File: src/rtl/timer_peripheral_if.sv
// ============================================================================
// timer_peripheral_if : MEM-stage bus bundle between CPU and the timer block.
// Revision 1.0
// ============================================================================
`default_nettype none

interface timer_peripheral_if;
    logic [31:0] Address;
    logic [31:0] Write_data;
    logic        MemRead;
    logic        MemWrite;
    logic [31:0] Read_data;
    logic        hit;
    logic        irq;

    modport master (
        output Address, Write_data, MemRead, MemWrite,
        input  Read_data, hit, irq
    );

    modport slave (
        input  Address, Write_data, MemRead, MemWrite,
        output Read_data, hit, irq
    );
endinterface

`default_nettype wire

File: src/rtl/timer_peripheral.sv
// ============================================================================
// timer_peripheral : memory-mapped prescaled interval timer with level irq and
// optional free-running SYSTICK counter (enabled by macro TIMER_SYSTICK_EN).
// Revision 1.0
// ============================================================================
`default_nettype none

module timer_peripheral #(
    parameter int unsigned PRESCALE = 1
) (
    input  logic              clk,
    input  logic              reset,
    timer_peripheral_if.slave bus
);

    localparam logic [31:0] ADDR_TH      = 32'h4000_0000;
    localparam logic [31:0] ADDR_TL      = 32'h4000_0004;
    localparam logic [31:0] ADDR_TCON    = 32'h4000_0008;
    localparam logic [31:0] ADDR_SYSTICK = 32'h4000_0014;
    localparam logic [15:0] PCNT_LAST    = 16'(PRESCALE - 1);

    logic [31:0] th_q, th_d;
    logic [31:0] tl_q, tl_d;
    logic [2:0]  tcon_q, tcon_d;
    logic [15:0] pcnt_q, pcnt_d;
    logic [31:0] rdata;

    logic sel_th, sel_tl, sel_tcon, sel_sys;
    logic wr_th, wr_tl, wr_tcon;
    logic tick, ovf;

    assign sel_th   = (bus.Address == ADDR_TH);
    assign sel_tl   = (bus.Address == ADDR_TL);
    assign sel_tcon = (bus.Address == ADDR_TCON);

    assign wr_th   = bus.MemWrite && sel_th;
    assign wr_tl   = bus.MemWrite && sel_tl;
    assign wr_tcon = bus.MemWrite && sel_tcon;

    assign tick = tcon_q[0] && (pcnt_q == PCNT_LAST);
    assign ovf  = tick && (tl_q == 32'hFFFF_FFFF);

`ifdef TIMER_SYSTICK_EN
    logic [31:0] systick_q, systick_d;

    assign sel_sys   = (bus.Address == ADDR_SYSTICK);
    assign systick_d = systick_q + 32'd1;

    always_ff @(posedge clk) begin
        if (!reset) begin
            systick_q <= '0;
        end else begin
            systick_q <= systick_d;
        end
    end
`else
    assign sel_sys = 1'b0;
`endif

    always_comb begin
        pcnt_d = pcnt_q + 16'd1;
        // Disabling via TCON write zeroes the prescaler on the same edge.
        if (!tcon_q[0] || (wr_tcon && !bus.Write_data[0]) || tick) begin
            pcnt_d = '0;
        end

        th_d = wr_th ? bus.Write_data : th_q;

        tl_d = tl_q;
        if (wr_tl) begin
            tl_d = bus.Write_data;
        end else if (ovf) begin
            tl_d = th_q;
        end else if (tick) begin
            tl_d = tl_q + 32'd1;
        end

        tcon_d = tcon_q;
        if (wr_tcon) begin
            tcon_d = bus.Write_data[2:0];
        end else if (ovf && tcon_q[1]) begin
            tcon_d[2] = 1'b1;
        end
    end

    always_ff @(posedge clk) begin
        if (!reset) begin
            th_q   <= '0;
            tl_q   <= '0;
            tcon_q <= '0;
            pcnt_q <= '0;
        end else begin
            th_q   <= th_d;
            tl_q   <= tl_d;
            tcon_q <= tcon_d;
            pcnt_q <= pcnt_d;
        end
    end

    always_comb begin
        rdata = '0;
        if (sel_th) begin
            rdata = th_q;
        end else if (sel_tl) begin
            rdata = tl_q;
        end else if (sel_tcon) begin
            rdata = {29'd0, tcon_q};
        end
`ifdef TIMER_SYSTICK_EN
        else if (sel_sys) begin
            rdata = systick_q;
        end
`endif
    end

    assign bus.hit       = sel_th || sel_tl || sel_tcon || sel_sys;
    assign bus.Read_data = bus.MemRead ? rdata : 32'd0;
    assign bus.irq       = tcon_q[1] && tcon_q[2];

endmodule

`default_nettype wire

File: src/flat_wrapper.sv
// flat-port wrapper written by rule: the top's interface ports become plain ports
module timer_peripheral_flat 
#(
    parameter int unsigned PRESCALE = 1
)
  (clk, reset, bus_Address, bus_Write_data, bus_MemRead, bus_MemWrite, bus_Read_data, bus_hit, bus_irq);
  timer_peripheral_if bus_i ();
  input  logic clk;
  input  logic reset;
  input wire logic [$bits(bus_i.Address)-1:0] bus_Address;
  input wire logic [$bits(bus_i.Write_data)-1:0] bus_Write_data;
  input wire logic [$bits(bus_i.MemRead)-1:0] bus_MemRead;
  input wire logic [$bits(bus_i.MemWrite)-1:0] bus_MemWrite;
  output wire logic [$bits(bus_i.Read_data)-1:0] bus_Read_data;
  output wire logic [$bits(bus_i.hit)-1:0] bus_hit;
  output wire logic [$bits(bus_i.irq)-1:0] bus_irq;
  assign bus_i.Address = bus_Address;
  assign bus_i.Write_data = bus_Write_data;
  assign bus_i.MemRead = bus_MemRead;
  assign bus_i.MemWrite = bus_MemWrite;
  assign bus_Read_data = bus_i.Read_data;
  assign bus_hit = bus_i.hit;
  assign bus_irq = bus_i.irq;
  timer_peripheral #(.PRESCALE(PRESCALE)) u_core (.clk(clk), .reset(reset), .bus(bus_i));
endmodule
File: config.mk
export PLATFORM = sky130hd
export DESIGN_NAME = timer_peripheral_flat
export DESIGN_NICKNAME = d
export VERILOG_FILES = /design/src/rtl/timer_peripheral_if.sv /design/src/rtl/timer_peripheral.sv /design/src/flat_wrapper.sv
export SDC_FILE = /design/constraint.sdc
export NUM_CORES = 1
export LEC_CHECK = 0
export ABC_AREA = 1
export BUFFER_PORTS_ARGS = -buffer_cell sky130_fd_sc_hd__buf_2
export CORE_ASPECT_RATIO = 0.5
export CORE_MARGIN = 1
export CORE_UTILIZATION = 40
export CTS_CLUSTER_DIAMETER = 80
export CTS_CLUSTER_SIZE = 16
export DETAILED_ROUTE_END_ITERATION = 10
export MAX_ROUTING_LAYER = met4
export PLACE_DENSITY = 0.67
export SETUP_SLACK_MARGIN = 0.1
export SLEW_MARGIN = 20
export SYNTH_ARGS = -nofsm -noshare
export SYNTH_HDL_FRONTEND = slang
export SYNTH_SLANG_ARGS = --single-unit
File: constraint.sdc
create_clock -name clk -period 2.3 [get_ports clk]
set_input_delay 0.115 -clock clk [delete_from_list [all_inputs] [get_ports clk]]
set_output_delay 0.115 -clock clk [all_outputs]
set_load 0.05 [all_outputs]
; Word-level counts from Yosys, hierarchy flattened
; Index checks and enable logic that the tools add are counted.
[word_totals]
ff_bits = 83
input_bits = 68
out_inout_bits = 34
wordCells = 39
[classes]
add_sub_neg = 2
eq_ne = 4
mux = 9
bitwise_logic = 1
n_reduce_logical = 18
[op_table]
columns = op, n
row1 = $mux W32, 6
row2 = $eq A32 B31 Y1 const B, 3
row3 = $add A32 B1 Y32 const B, 1
row4 = $eq A32 B32 Y1 const B, 1
row5 = $add A16 B1 Y16 const B, 1
row6 = $logic_not A16 Y1, 1
row7 = $logic_and A1 B1 Y1, 8
row8 = $logic_or A1 B1 Y1, 4
row9 = $mux W3, 1
row10 = $reduce_bool A3 Y1, 1
row11 = $logic_not A1 Y1, 2
row12 = $mux W1, 2
row13 = $reduce_bool A2 Y1, 1
row14 = $reduce_or A2 Y1, 1
row15 = $not A1 Y1, 1

; Longest topological paths before layout
[logic_depth]
word_depth = 6
mapped_depth = 12
mapped_depth_nobuf = 12

; Least setup slack after synthesis
; Ideal clock, no wire load.
[synth_path]
kind = input-to-output
from = in bus_Address[4]
to = out bus_Read_data[21]
arrival_time_ns = 1.922
setup_slack_ns = 0.263
stages = 8
path_cell_list = inv_1 -> nand2_1 -> nor2_1 -> nand4_1 -> clkbuf_1 -> clkbuf_1 -> nand3_1 -> a21oi_1
[synth_between]
elab_chain_len = 4
word_cells_on_any_way = 5
classes_between = 2 x eq/ne / 3 x mux
[synth_rtl]
columns = element, line
row1 = start: declaration, flat_wrapper.sv:10  ; input wire logic [$bits(bus_i.Address)-1:0] bus_Address;
row2 = $eq A32 B31 Y1, timer_peripheral.sv:33  ; assign sel_tl = (bus.Address == ADDR_TL);
row3 = $mux W32, timer_peripheral.sv:104  ; end else if (sel_tl) begin
row4 = $mux W32 *, timer_peripheral.sv:102  ; if (sel_th) begin
row5 = $mux W32 *, timer_peripheral.sv:117  ; assign bus.Read_data = bus.MemRead ? rdata : 32'd0;
row6 = end: declaration, flat_wrapper.sv:14  ; output wire logic [$bits(bus_i.Read_data)-1:0] bus_Read_data;
; Every way passes the cells marked *; elsewhere a longest branch is shown, timed or not.

; Worst setup path in the final report
[layout_path]
from = reg u_core.tl_q[1]
to = reg u_core.tl_q[16]
[layout_between]
elab_chain_len = 4
word_cells_on_any_way = 7
classes_between = 1 x add/sub / 1 x eq/ne / 3 x mux / 2 x reduce/logical
[layout_rtl]
columns = element, line
row1 = start: declaration, timer_peripheral.sv:23  ; logic [31:0] tl_q, tl_d;
row2 = start signal: assignment, timer_peripheral.sv:94  ; tl_q <= tl_d;
row3 = $add A32 B1 Y32 / $eq A32 B32 Y1 (equally long branches), "timer_peripheral.sv:75, timer_peripheral.sv:41"
row4 = $mux W32 / $logic_and A1 B1 Y1 (equally long branches), "timer_peripheral.sv:74, timer_peripheral.sv:41"
row5 = $mux W32, timer_peripheral.sv:72  ; end else if (ovf) begin
row6 = $mux W32, timer_peripheral.sv:70  ; if (wr_tl) begin
; Parallel ways exist; a longest one is shown, timed or not. The select of a mux whose other input is x is not followed.
; A chain may end at the register's enable or synchronous reset.

==> impl_results.md <==
- Status: complete, no violations
- RSZ-0062 raised after global routing: yes
- Power Dens Cells: 422 mW/mm^2
- Die area: 0.0153 sq mm
- Data required time at the worst endpoint: 2.52 ns
- WS Path Type: reg2reg
- Max-cap violation count: 0
- Largest net degree at the start of global routing: 47
- Syn_nets: 1072
- Worst Path Arrival: 2.23 ns
- Finished Cell Area: 0.00703 sq mm
- Syn Inst Count: 1001
- Worst setup EP type: flip-flop
- CTS Buf Count: 9
- Vias: 6643
- Detailed Routing Iterations Pass 1: 6
- Final TNS setup: 0 ns
- Die height: 87.9 microns
- Fin. max-slew vios: 0
- Least-Margin Pin Slew: 0.682 ns
- Max transition margin: 54.5%
- Post-layout minimum cycle time: 2.02 ns
- Initial antenna violation count: 1
- CP Max Fanout: 9
- Hold WC Path Type: in2reg
- VDD IR max: 0.336 mV
- Seq cells post-synth: 83
- Mapped Area: 0.00591 sq mm
- Synth unique cells: 32
- Clock H-tree levels: 3
- Port-buffer cells: 101
- Avg Inst Size Synth: 5.90 sq um
- Share of post-route cells with drive strength above 1: 16.4%
- Fmax: 496 MHz
- Worst setup SP type: flip-flop
- Iter 0 DRT Violations: 714
- Final setup viols: 0
- Initial Util: 42.3%
- Routed WL: 19200 microns
- Aggregate global routing overflow: 0
- Final worst path period share: 87.7%
- Clk buf depth: 2
- DP Worst Slack: 0.234 ns
- Width of the die: 174 microns
- Slack of the critical path: 0.282 ns
- Main synth FF type: dfxtp_1
- DRC Markers: 0
- Total GRT Usage: 26.7%
- Post-route ant nets: 0
- Hold_buf cts: 0
- Worst-path clk slew: 0.07 ns
- # clock sinks: 83
- Final net count: 1179
- Yosys warns: 0
- Layout Skew: 0.0127 ns
- Clk Latency, worst-skew pair: 0.35 ns
- Post-DR vias/cell: 5.09
- Most frequent cells in the layout: nand2_1 (290), nor2_1 (127), inv_1 (114)
- Dpl hpwl: 13800 microns
- Wire length of the first global-routing pass: 31100 microns
- Clock root cell: clkbuf_16
- Leak: 3.11 nW
- # rows: 30
- Multi-input gate area: 0.00360 sq mm
- Asr flop ratio synth: 0%
- Reg area: 0.00166 sq mm
- I/O Pins: 102
- DR WL/cell: 14.7 microns
- Filler Cells Inserted: 1491
- Synthesis-to-finish area growth: 19.0%
- Seq/Total Area, Yosys: 28.1%
- Final Total Pwr: 0.00296 W
- TritonCTS clock tree: built
- Number of global-route vias before repair: 6105
- Final Wtd Congestion: 0.938
- Core ar.: 0.0140 sq mm
- Area after DPL: 0.00672 sq mm
- Commonest non-fill, non-tap cell in the layout: nand2_1
- Number of flops mapped to enable cells by yosys: 0
- Utilization after layout: 50.3%
- Endpoints failing hold: 0
cell families (layout without fill, tap and decap cells):
kind of cell / count (synthesis) / in the layout / synth area share, %
simple gates: 584 / 584 / 43.3
buf+inv: 158 / 270 / 11.0
compound gates: 144 / 144 / 12.7
flops: 83 / 83 / 28.1
xor+xnor: 29 / 29 / 4.30
fa+ha+maj: 3 / 3 / 0.635
other cells: 0 / 1 / 0
cells in the mapped netlist, drive strengths merged (11+ instances only):
| library cell | number | area, sq um |
|---|---|---|
| nand2 | 299 | 1160 |
| nor2 | 141 | 626 |
| inv | 115 | 432 |
| nand3 | 114 | 576 |
| a21oi | 101 | 528 |
| dfxtp | 83 | 1660 |
| o21ai | 40 | 200 |
| clkbuf | 23 | 86.3 |
| buf | 20 | 130 |
| xor2 | 18 | 158 |
| nand3b | 11 | 82.6 |
| nand4 | 11 | 68.8 |
| xnor2 | 11 | 96.3 |
timing repair:
item	CTS	global route
setup buffers	0	4
endpoints found under the setup margin	0	8
resized for setup	0	4
sequential cells by signal (all words and copies together), names as in the netlist:
register and flops:
u_core.th_q 32, u_core.tl_q 32, u_core.tcon_q 3, u_core.pcnt_q 16
cell type report:
cell class	instances	area share [%]
sequential	83	23.6
tap	192	3.42
antenna	1	0.0356
clock inverter	6	0.588
clock buffer	10	3.26
multi-input combinational	760	51.2
timing repair buffer	139	11.7
inverter	115	6.14
worst max-delay path: stages, from the launching register on:
cell,delay (ns)
dfxtp_1,0.41
ha_1,0.24
nand2_2,0.09
nor2_4,0.15
nand2_4,0.11
nor2_2,0.16
nand2_2,0.10
nor2_8,0.20
buf_4,0.17
nand3_1,0.07
nand3_1,0.11
a21oi_1,0.07
stage by stage:
stage | std cells | hold WS, ns
2_1_floorplan | 1001 | 0.282
3_3_place_gp | 1285 | 0.384
3_5_place_dp | 1285 | 0.396
4_1_cts | 1301 | 0.0356
5_1_grt | 1306 | 0.0570
6_report | 1306 | 0.0402
path summary, 6_finish.rpt:
path | start | end | slack, ns | cells past startpoint
setup / recovery | u_core.tl_q[1]$_SDFFE_PN0P_ | u_core.tl_q[16]$_SDFFE_PN0P_ | 0.28 | 11
hold / removal | bus_Write_data[20] | u_core.th_q[20]$_SDFFE_PN0P_ | 0.04 | 3
setup reg to reg | u_core.tl_q[1]$_SDFFE_PN0P_ | u_core.tl_q[16]$_SDFFE_PN0P_ | 0.28 | 11
hold reg to reg | u_core.pcnt_q[0]$_SDFF_PP0_ | u_core.pcnt_q[0]$_SDFF_PP0_ | 0.46 | 1
power breakdown:
part           internal, W  total, W       switching, W
sequential         0.00144   0.00144  0.000000000000294
combinational    0.0000583  0.000151          0.0000923
clock             0.000733   0.00138           0.000645
metal layers:
metal / track usage (%) / part of all wire, % / vias up
li1: - / - / 3383
met1: 37.7 / 49 / 2986
met2: 38.7 / 40 / 254
met3: 5.99 / 9.4 / 20
met4: 5.26 / 0.97 / 0
met5: - / 0 / -
Note: power is estimated with default switching activity, not from simulation.
